[src/rtl/sobel_pkg.sv]
// sobel_pkg: shared state encodings, error bit indices and frame-size helper for the Sobel pipeline
package sobel_pkg;
  typedef enum logic [1:0] {ST_WAIT_SOF, ST_LOAD, ST_FLUSH, ST_BUSY} state_t;
  localparam int ERR_OVF = 0;
  localparam int ERR_SOF = 1;
  localparam int ERR_SHORT = 2;
  function automatic int unsigned max_pix(input int unsigned w, input int unsigned h);
    return w * h;
  endfunction
endpackage

[src/rtl/frame_loader_bram.sv]
// frame_loader_bram: stores one raster pixel frame into BRAM0 port 0 and hands it to the Sobel FSM
module frame_loader_bram
  import sobel_pkg::*;
#(
  parameter int DATA_WIDTH = 8,
  parameter int ADDR_WIDTH = 16,
  parameter int IMAGE_WIDTH = 100,
  parameter int IMAGE_HEIGHT = 100
) (
  input  logic                  clk,
  input  logic                  rst,
  input  logic                  i_valid,
  output logic                  o_ready,
  input  logic [DATA_WIDTH-1:0] i_data,
  input  logic                  i_sof,
  input  logic                  i_eof,
  input  logic                  i_run_req,
  output logic                  b0_ce0,
  output logic                  b0_we0,
  output logic [ADDR_WIDTH-1:0] b0_addr0,
  output logic [DATA_WIDTH-1:0] b0_d0,
  output logic                  o_en,
  output logic [ADDR_WIDTH-1:0] o_num_cnt,
  output logic                  o_run,
  input  logic                  i_fsm_done,
  output logic                  o_busy,
  output logic [2:0]            o_err,
  input  logic                  i_err_clr
);
  localparam int unsigned MAX_PIX = max_pix(IMAGE_WIDTH, IMAGE_HEIGHT);
  localparam logic [ADDR_WIDTH-1:0] MAX_A = ADDR_WIDTH'(MAX_PIX);
  localparam logic [ADDR_WIDTH-1:0] LAST_A = ADDR_WIDTH'(MAX_PIX - 1);
  localparam logic [ADDR_WIDTH-1:0] ONE = ADDR_WIDTH'(1);

  if (MAX_PIX == 0 || longint'(MAX_PIX) > (longint'(1) << ADDR_WIDTH) - 1) begin : g_bad_size
    $error("frame_loader_bram: IMAGE_WIDTH*IMAGE_HEIGHT does not fit ADDR_WIDTH");
  end

  state_t state_q, state_d;
  logic [ADDR_WIDTH-1:0] cnt_q, cnt_d, num_q, num_d, addr_q, addr_d, wa;
  logic [DATA_WIDTH-1:0] data_q, data_d;
  logic run_q, run_d, we_q, we_d, en_q, en_d, take;
  logic [2:0] err_q, err_d;

  assign o_ready = state_q == ST_WAIT_SOF || state_q == ST_LOAD;
  // a sof beat always restarts at address 0; non-sof beats only count while loading
  assign take = i_valid && o_ready && (i_sof || state_q == ST_LOAD);
  assign wa = i_sof ? '0 : cnt_q;

  always_comb begin
    state_d = state_q;
    cnt_d = take ? wa + ONE : cnt_q;
    run_d = (take && i_sof) ? i_run_req : run_q;
    num_d = num_q;
    we_d = take;
    addr_d = take ? wa : addr_q;
    data_d = take ? i_data : data_q;
    en_d = state_q == ST_FLUSH;
    err_d = i_err_clr ? '0 : err_q;
    if (take) begin
      state_d = ST_LOAD;
      if (i_sof && state_q == ST_LOAD) err_d[ERR_SOF] = 1'b1;
      if (i_eof || wa == LAST_A) begin
        state_d = ST_FLUSH;
        num_d = i_eof ? wa + ONE : MAX_A;
        if (!i_eof) err_d[ERR_OVF] = 1'b1;
        else if (wa + ONE != MAX_A) err_d[ERR_SHORT] = 1'b1;
      end
    end
    if (state_q == ST_FLUSH) state_d = ST_BUSY;
    if (state_q == ST_BUSY && i_fsm_done) state_d = ST_WAIT_SOF;
  end

  always_ff @(posedge clk) begin
    if (rst) begin
      state_q <= ST_WAIT_SOF;
      cnt_q <= '0;
      num_q <= '0;
      addr_q <= '0;
      data_q <= '0;
      run_q <= 1'b0;
      we_q <= 1'b0;
      en_q <= 1'b0;
      err_q <= '0;
    end else begin
      state_q <= state_d;
      cnt_q <= cnt_d;
      num_q <= num_d;
      addr_q <= addr_d;
      data_q <= data_d;
      run_q <= run_d;
      we_q <= we_d;
      en_q <= en_d;
      err_q <= err_d;
    end
  end

  assign b0_ce0 = we_q;
  assign b0_we0 = we_q;
  assign b0_addr0 = addr_q;
  assign b0_d0 = data_q;
  assign o_en = en_q;
  assign o_num_cnt = num_q;
  assign o_run = run_q;
  assign o_busy = state_q == ST_FLUSH || state_q == ST_BUSY;
  assign o_err = err_q;
endmodule
[config.mk]
export PLATFORM = sky130hd
export DESIGN_NAME = frame_loader_bram
export DESIGN_NICKNAME = d
export VERILOG_FILES = /design/src/rtl/sobel_pkg.sv /design/src/rtl/frame_loader_bram.sv
export SDC_FILE = /design/constraint.sdc
export NUM_CORES = 1
export LEC_CHECK = 0
export BUFFER_PORTS_ARGS = -buffer_cell sky130_fd_sc_hd__buf_2
export CAP_MARGIN = 20
export CORE_MARGIN = 10
export CORE_UTILIZATION = 53
export CTS_CLUSTER_DIAMETER = 100
export DETAILED_ROUTE_END_ITERATION = 6
export GPL_TIMING_DRIVEN = 1
export PLACE_DENSITY_LB_ADDON = 0.05
export SETUP_SLACK_MARGIN = 0.4
export SLEW_MARGIN = 20
export SYNTH_ARGS = -nofsm -noshare
export SYNTH_HDL_FRONTEND = slang
export SYNTH_SLANG_ARGS = --single-unit
[constraint.sdc]
create_clock -name clk -period 2.38 [get_ports clk]
set_input_delay 0.119 -clock clk [delete_from_list [all_inputs] [get_ports clk]]
set_output_delay 0.119 -clock clk [all_outputs]
set_load 0.005 [all_outputs]
# After elaboration in Yosys (flattened, before gate mapping)
# Index checks and enable logic that the tools add are counted.
# word_totals
elab_cells,41
input_bits,16
register_bits,64
output_inout_bits,49
# classes
add_sub_neg,1
muxes,13
n_reduce_logical,13
eq_ne,5
# ops
cell,n
$mux W16,2
$add A16 B1 Y16 const B,1
$eq A16 B14 Y1 const B,1
$ne A16 B14 Y1 const B,1
$mux W1,6
$mux W2,3
$mux W3,2
$logic_and A1 B1 Y1,5
$eq A2 B2 Y1 const B,2
$logic_or A1 B1 Y1,4
$eq A2 B1 Y1 const B,1
$logic_not A2 Y1,1
$reduce_and A2 Y1,1
$reduce_bool A2 Y1,1
$reduce_or A2 Y1,1

# Longest topological paths before layout
# depth
word_depth,7
depth_mapped,7
mapped_depth_nobuf,5

# Least setup slack after synthesis
# OpenSTA, ideal clock, no wires.
# synth_timing
path_type,register -> register
from,register cnt_q[11]
to,register num_q[0] (netlist: o_num_cnt[0])
n_path_buf,2
setup_time_ns,0.128
synth_period_minus_slack_ns,2.191
path_stages_with_launch,8
t_required_ns,2.252
setup_slack_ns,0.189
arrival_time_ns,2.063
cell_sequence,dfxtp_1 -> buf_6 -> or3_1 -> or4_4 -> or4_4 -> buf_6 -> a31oi_1 -> nor2_1
# synth_via
elab_chain_cells,4
# synth_lines
element,line_no,rtl
from (decl),frame_loader_bram.sv:40,"logic [ADDR_WIDTH-1:0] cnt_q, cnt_d, num_q, num_d, addr_q, addr_d, wa;"
from (signal assigned),frame_loader_bram.sv:87,cnt_q <= cnt_d;
$mux W16,frame_loader_bram.sv:48,assign wa = i_sof ? '0 : cnt_q;
$eq A16 B14 Y1,frame_loader_bram.sv:63,if (i_eof || wa == LAST_A) begin
$logic_or A1 B1 Y1,frame_loader_bram.sv:63,
$reduce_and A2 Y1 (no line),-,
to (signal assigned),frame_loader_bram.sv:88,num_q <= num_d;
to (decl),frame_loader_bram.sv:40,
# No other way between the ends.
# A chain may end at the register's enable or synchronous reset.

# Worst setup path in the final report
# layout_timing
from,register cnt_q[5]
to,register num_q[0] (netlist: o_num_cnt[0])
# Same word-level chain as after synthesis.

==> impl_metrics.yaml <==
status:
  status: "complete, no violations"
detailed_routing:
  vias: 2726
  post_drt_wl_per_cell_um: 15.55
  viasPerCell: 5.496
  drt_wl_total_mm: 7.713
  drt_iter0_markers: 203
  drc: 0
  dr.pass1.iters: 4
  ant_nets: 0
critical_path:
  critical_path.slowest_cell: "or4_4"
  critPathLaunch: "cnt_q[5]"
  worstSetupPathType: "reg2reg"
  cp_max_fo: 7
  cp.depth: 5
  cpLargestDelayFamily: "simple AND/OR/NAND/NOR gates"
  r2r_cells: 5
  worst_setup_path_end_kind: "flip-flop"
  cp_num_buf_inv: 0
  max_stage_delay_ns: 0.52
  cpMostUsedCell: "or4_4"
  ff2ff_setup_slack_ns: 0.33
  critical_path_arrival_ns: 2.27
  cp.required_ns: 2.60
  worstSetupStartpointType: "flip-flop"
  reg2reg_from: "cnt_q[5]"
  cp_cell_sequence: "or3_1 -> or4_4 -> or4_4 -> a31oi_4 -> nor2_1"
cts:
  cts_buffer_depth: 2
  numCtsBuffers: 9
  cts_tree: "done"
  h-tree-depth: 3
  clock-sinks: 64
  clk_pin_slew_ns: 0.07
  insertion_delay_ns: 0.33
  root_buffer: "clkbuf_8"
power:
  p_comb_frac: 0.081
  power.internal_mw: 1.637
  leakage_nw: 1.448
  power.share.clock: 0.409
  p_sw_mw: 0.5292
  total_power_mw: 2.166
  p_sw_frac: 0.2443
  peakVddDrop_mv: 0.4717
  powerDensity_nw_per_um2: 612.4
  seqPwrFrac: 0.510
timing:
  hold_viol: 0
  post-route-period-util: 0.8593
  min_period_ns: 2.045
  slew_viol_final: 0
  tightest_slew_ns: 0.5726
  clock_skew_ns: 0.007462
  setup_viol: 0
  fin_tns_setup_ns: 0
  fmax_mhz: 488.9
  rsz0062_at_grt: "true"
  maxSlewHeadroom: 0.6183
synthesis:
  avgSynthCellArea_um2: 7.884
  ys_seq_elements: 64
  async_flop_share: 0
  synth_top_cell_by_area: "dfxtp_1"
  ys_top_cells_by_count: "64 x dfxtp_1, 49 x a21oi_1, 48 x nand2_1, 36 x nor2_1, 23 x clkbuf_1"
  ys_warn_count: 0
  ys.flop_type: "dfxtp_1"
  synth_top_area_share: 0.4578
  synth_cells: 355
  ys_types: 43
  synth_nets: 371
  yosysSeqAreaShare: 0.4578
  syn_area_um2: 2799
  synth.most_common_cell: "dfxtp_1"
  synth_area_leaders: "dfxtp_1 46%, a21oi_1 8.8%, nand2_1 6.4%, nor2_1 4.8%, clkbuf_1 3.1%"
  synth_edf_count: 0
floorplan:
  dieHeight_um: 92.67
  dieArea_um2: 8588
  rows: 26
  fp.coreArea_um2: 5107
  start_util: 0.5480
  die_x_um: 92.67
  boundaryPins: 65
global_route:
  gr-total-overflow: 0
  grt_max_degree: 33
  grt_pass1_vias: 2640
  grt_pass1_wl_mm: 12.38
  grt_antenna_before_repair: 0
  grt_usage: 0.1760
placement:
  place_congestion: 0.9056
  portBuffers: 64
  post-dp-hpwl_mm: 5.462
final_layout:
  syn_to_final_growth_pct: 26.37
  diodes: 0
  num-fill-cells: 457
  nets: 438
  drive_above_1_share: 0.2864
worst_hold_path:
  holdPathStages: 3
  worstHoldStart: "i_data[1]"
  hp-class: "in2reg"
run:
  max_cap_viol_count: 0
[power by group through the flow]
stage / registers (mW) / logic, mW / clock network (mW)
after floorplan: 1.13 / 0.104 / 0
after global placement: 1.13 / 0.167 / 0
after detailed placement: 1.13 / 0.168 / 0
after CTS: 1.11 / 0.171 / 0.897
after global routing: 1.11 / 0.196 / 0.941
final: 1.10 / 0.176 / 0.886
[cell type report]
cell class / count / area, µm² / area share
multi-input cells: 254 / 1461 / 0.4132
well taps: 70 / 87.58 / 0.02476
repair buffers: 83 / 462.9 / 0.1309
flip-flops and latches: 64 / 1296 / 0.3665
clock inverters: 2 / 12.51 / 0.003537
inverters: 10 / 37.54 / 0.01061
clock buffers: 13 / 178.9 / 0.05058
[registers in the layout (all words and copies together), names as in the netlist, 2 cells and up]
signal / count
b0_addr0: 16
b0_d0: 8
cnt_q: 16
o_err: 3
o_num_cnt: 16
state_q: 2
[placed cells by master, fill, tap and decap left out, types with 5 or more instances in the layout]
| cell | n |
|---|---|
| o21ai_0 | 11 |
| buf_4 | 19 |
| dfxtp_1 | 58 |
| nand3_1 | 11 |
| inv_1 | 10 |
| a21oi_1 | 48 |
| and3_1 | 5 |
| nor2_1 | 36 |
| or3_1 | 5 |
| nor3_1 | 15 |
| a211oi_1 | 5 |
| nand2_1 | 48 |
| a31oi_1 | 11 |
| clkbuf_8 | 13 |
| buf_2 | 64 |
[kinds of logic after synthesis]
family / count (synthesis) / synth area share
buffers and inverters: 38 / 0.05856
DFF: 64 / 0.4578
AOI/OAI and AO/OA: 90 / 0.1837
muxes: 2 / 0.007153
xor gates and xnor gates: 7 / 0.02190
and+or+nand+nor: 154 / 0.2709
[layer usage]
layer	up-vias	track usage	wire [µm]
met4	0	0.08740	157
met5	-	0	0
met3	16	0.04439	467
li1	1378	-	-
met1	1257	0.1988	3282
met2	75	0.3018	3806
[through the flow]
step | instances | hold slack (ns) | setup WS (ns) | util | cell area [µm²]
after floorplan | 355 | 0.2550 | 0.3390 | - | 2799
after global placement | 475 | 0.3595 | 0.2537 | 0.6237 | 3186
after detailed placement | 475 | 0.3650 | 0.1676 | 0.6237 | 3186
after CTS | 492 | 0.007617 | 0.3237 | 0.6744 | 3445
after global routing | 496 | 0.01611 | 0.2923 | 0.6926 | 3537
final | 496 | 0.01347 | 0.3348 | 0.6926 | 3537
[path summary, 6_finish.rpt]
path | to
setup / recovery | o_num_cnt[0]
hold / removal | b0_d0[1]
setup reg to reg | o_num_cnt[0]
hold reg to reg | b0_d0[1]
[repair_timing]
action	in CTS	in global routing
resized for setup	14	10
buffers inserted	1	4
cloned	1	0
hold buffers	0	0
setup endpoints to repair	25	21
pin swaps	1	4
[worst min-delay path, stage by stage]
cell and delay [ns]:
buf_2 0.09, nand2_1 0.04, a21oi_1 0.05
(Power assumes the default switching activity.)
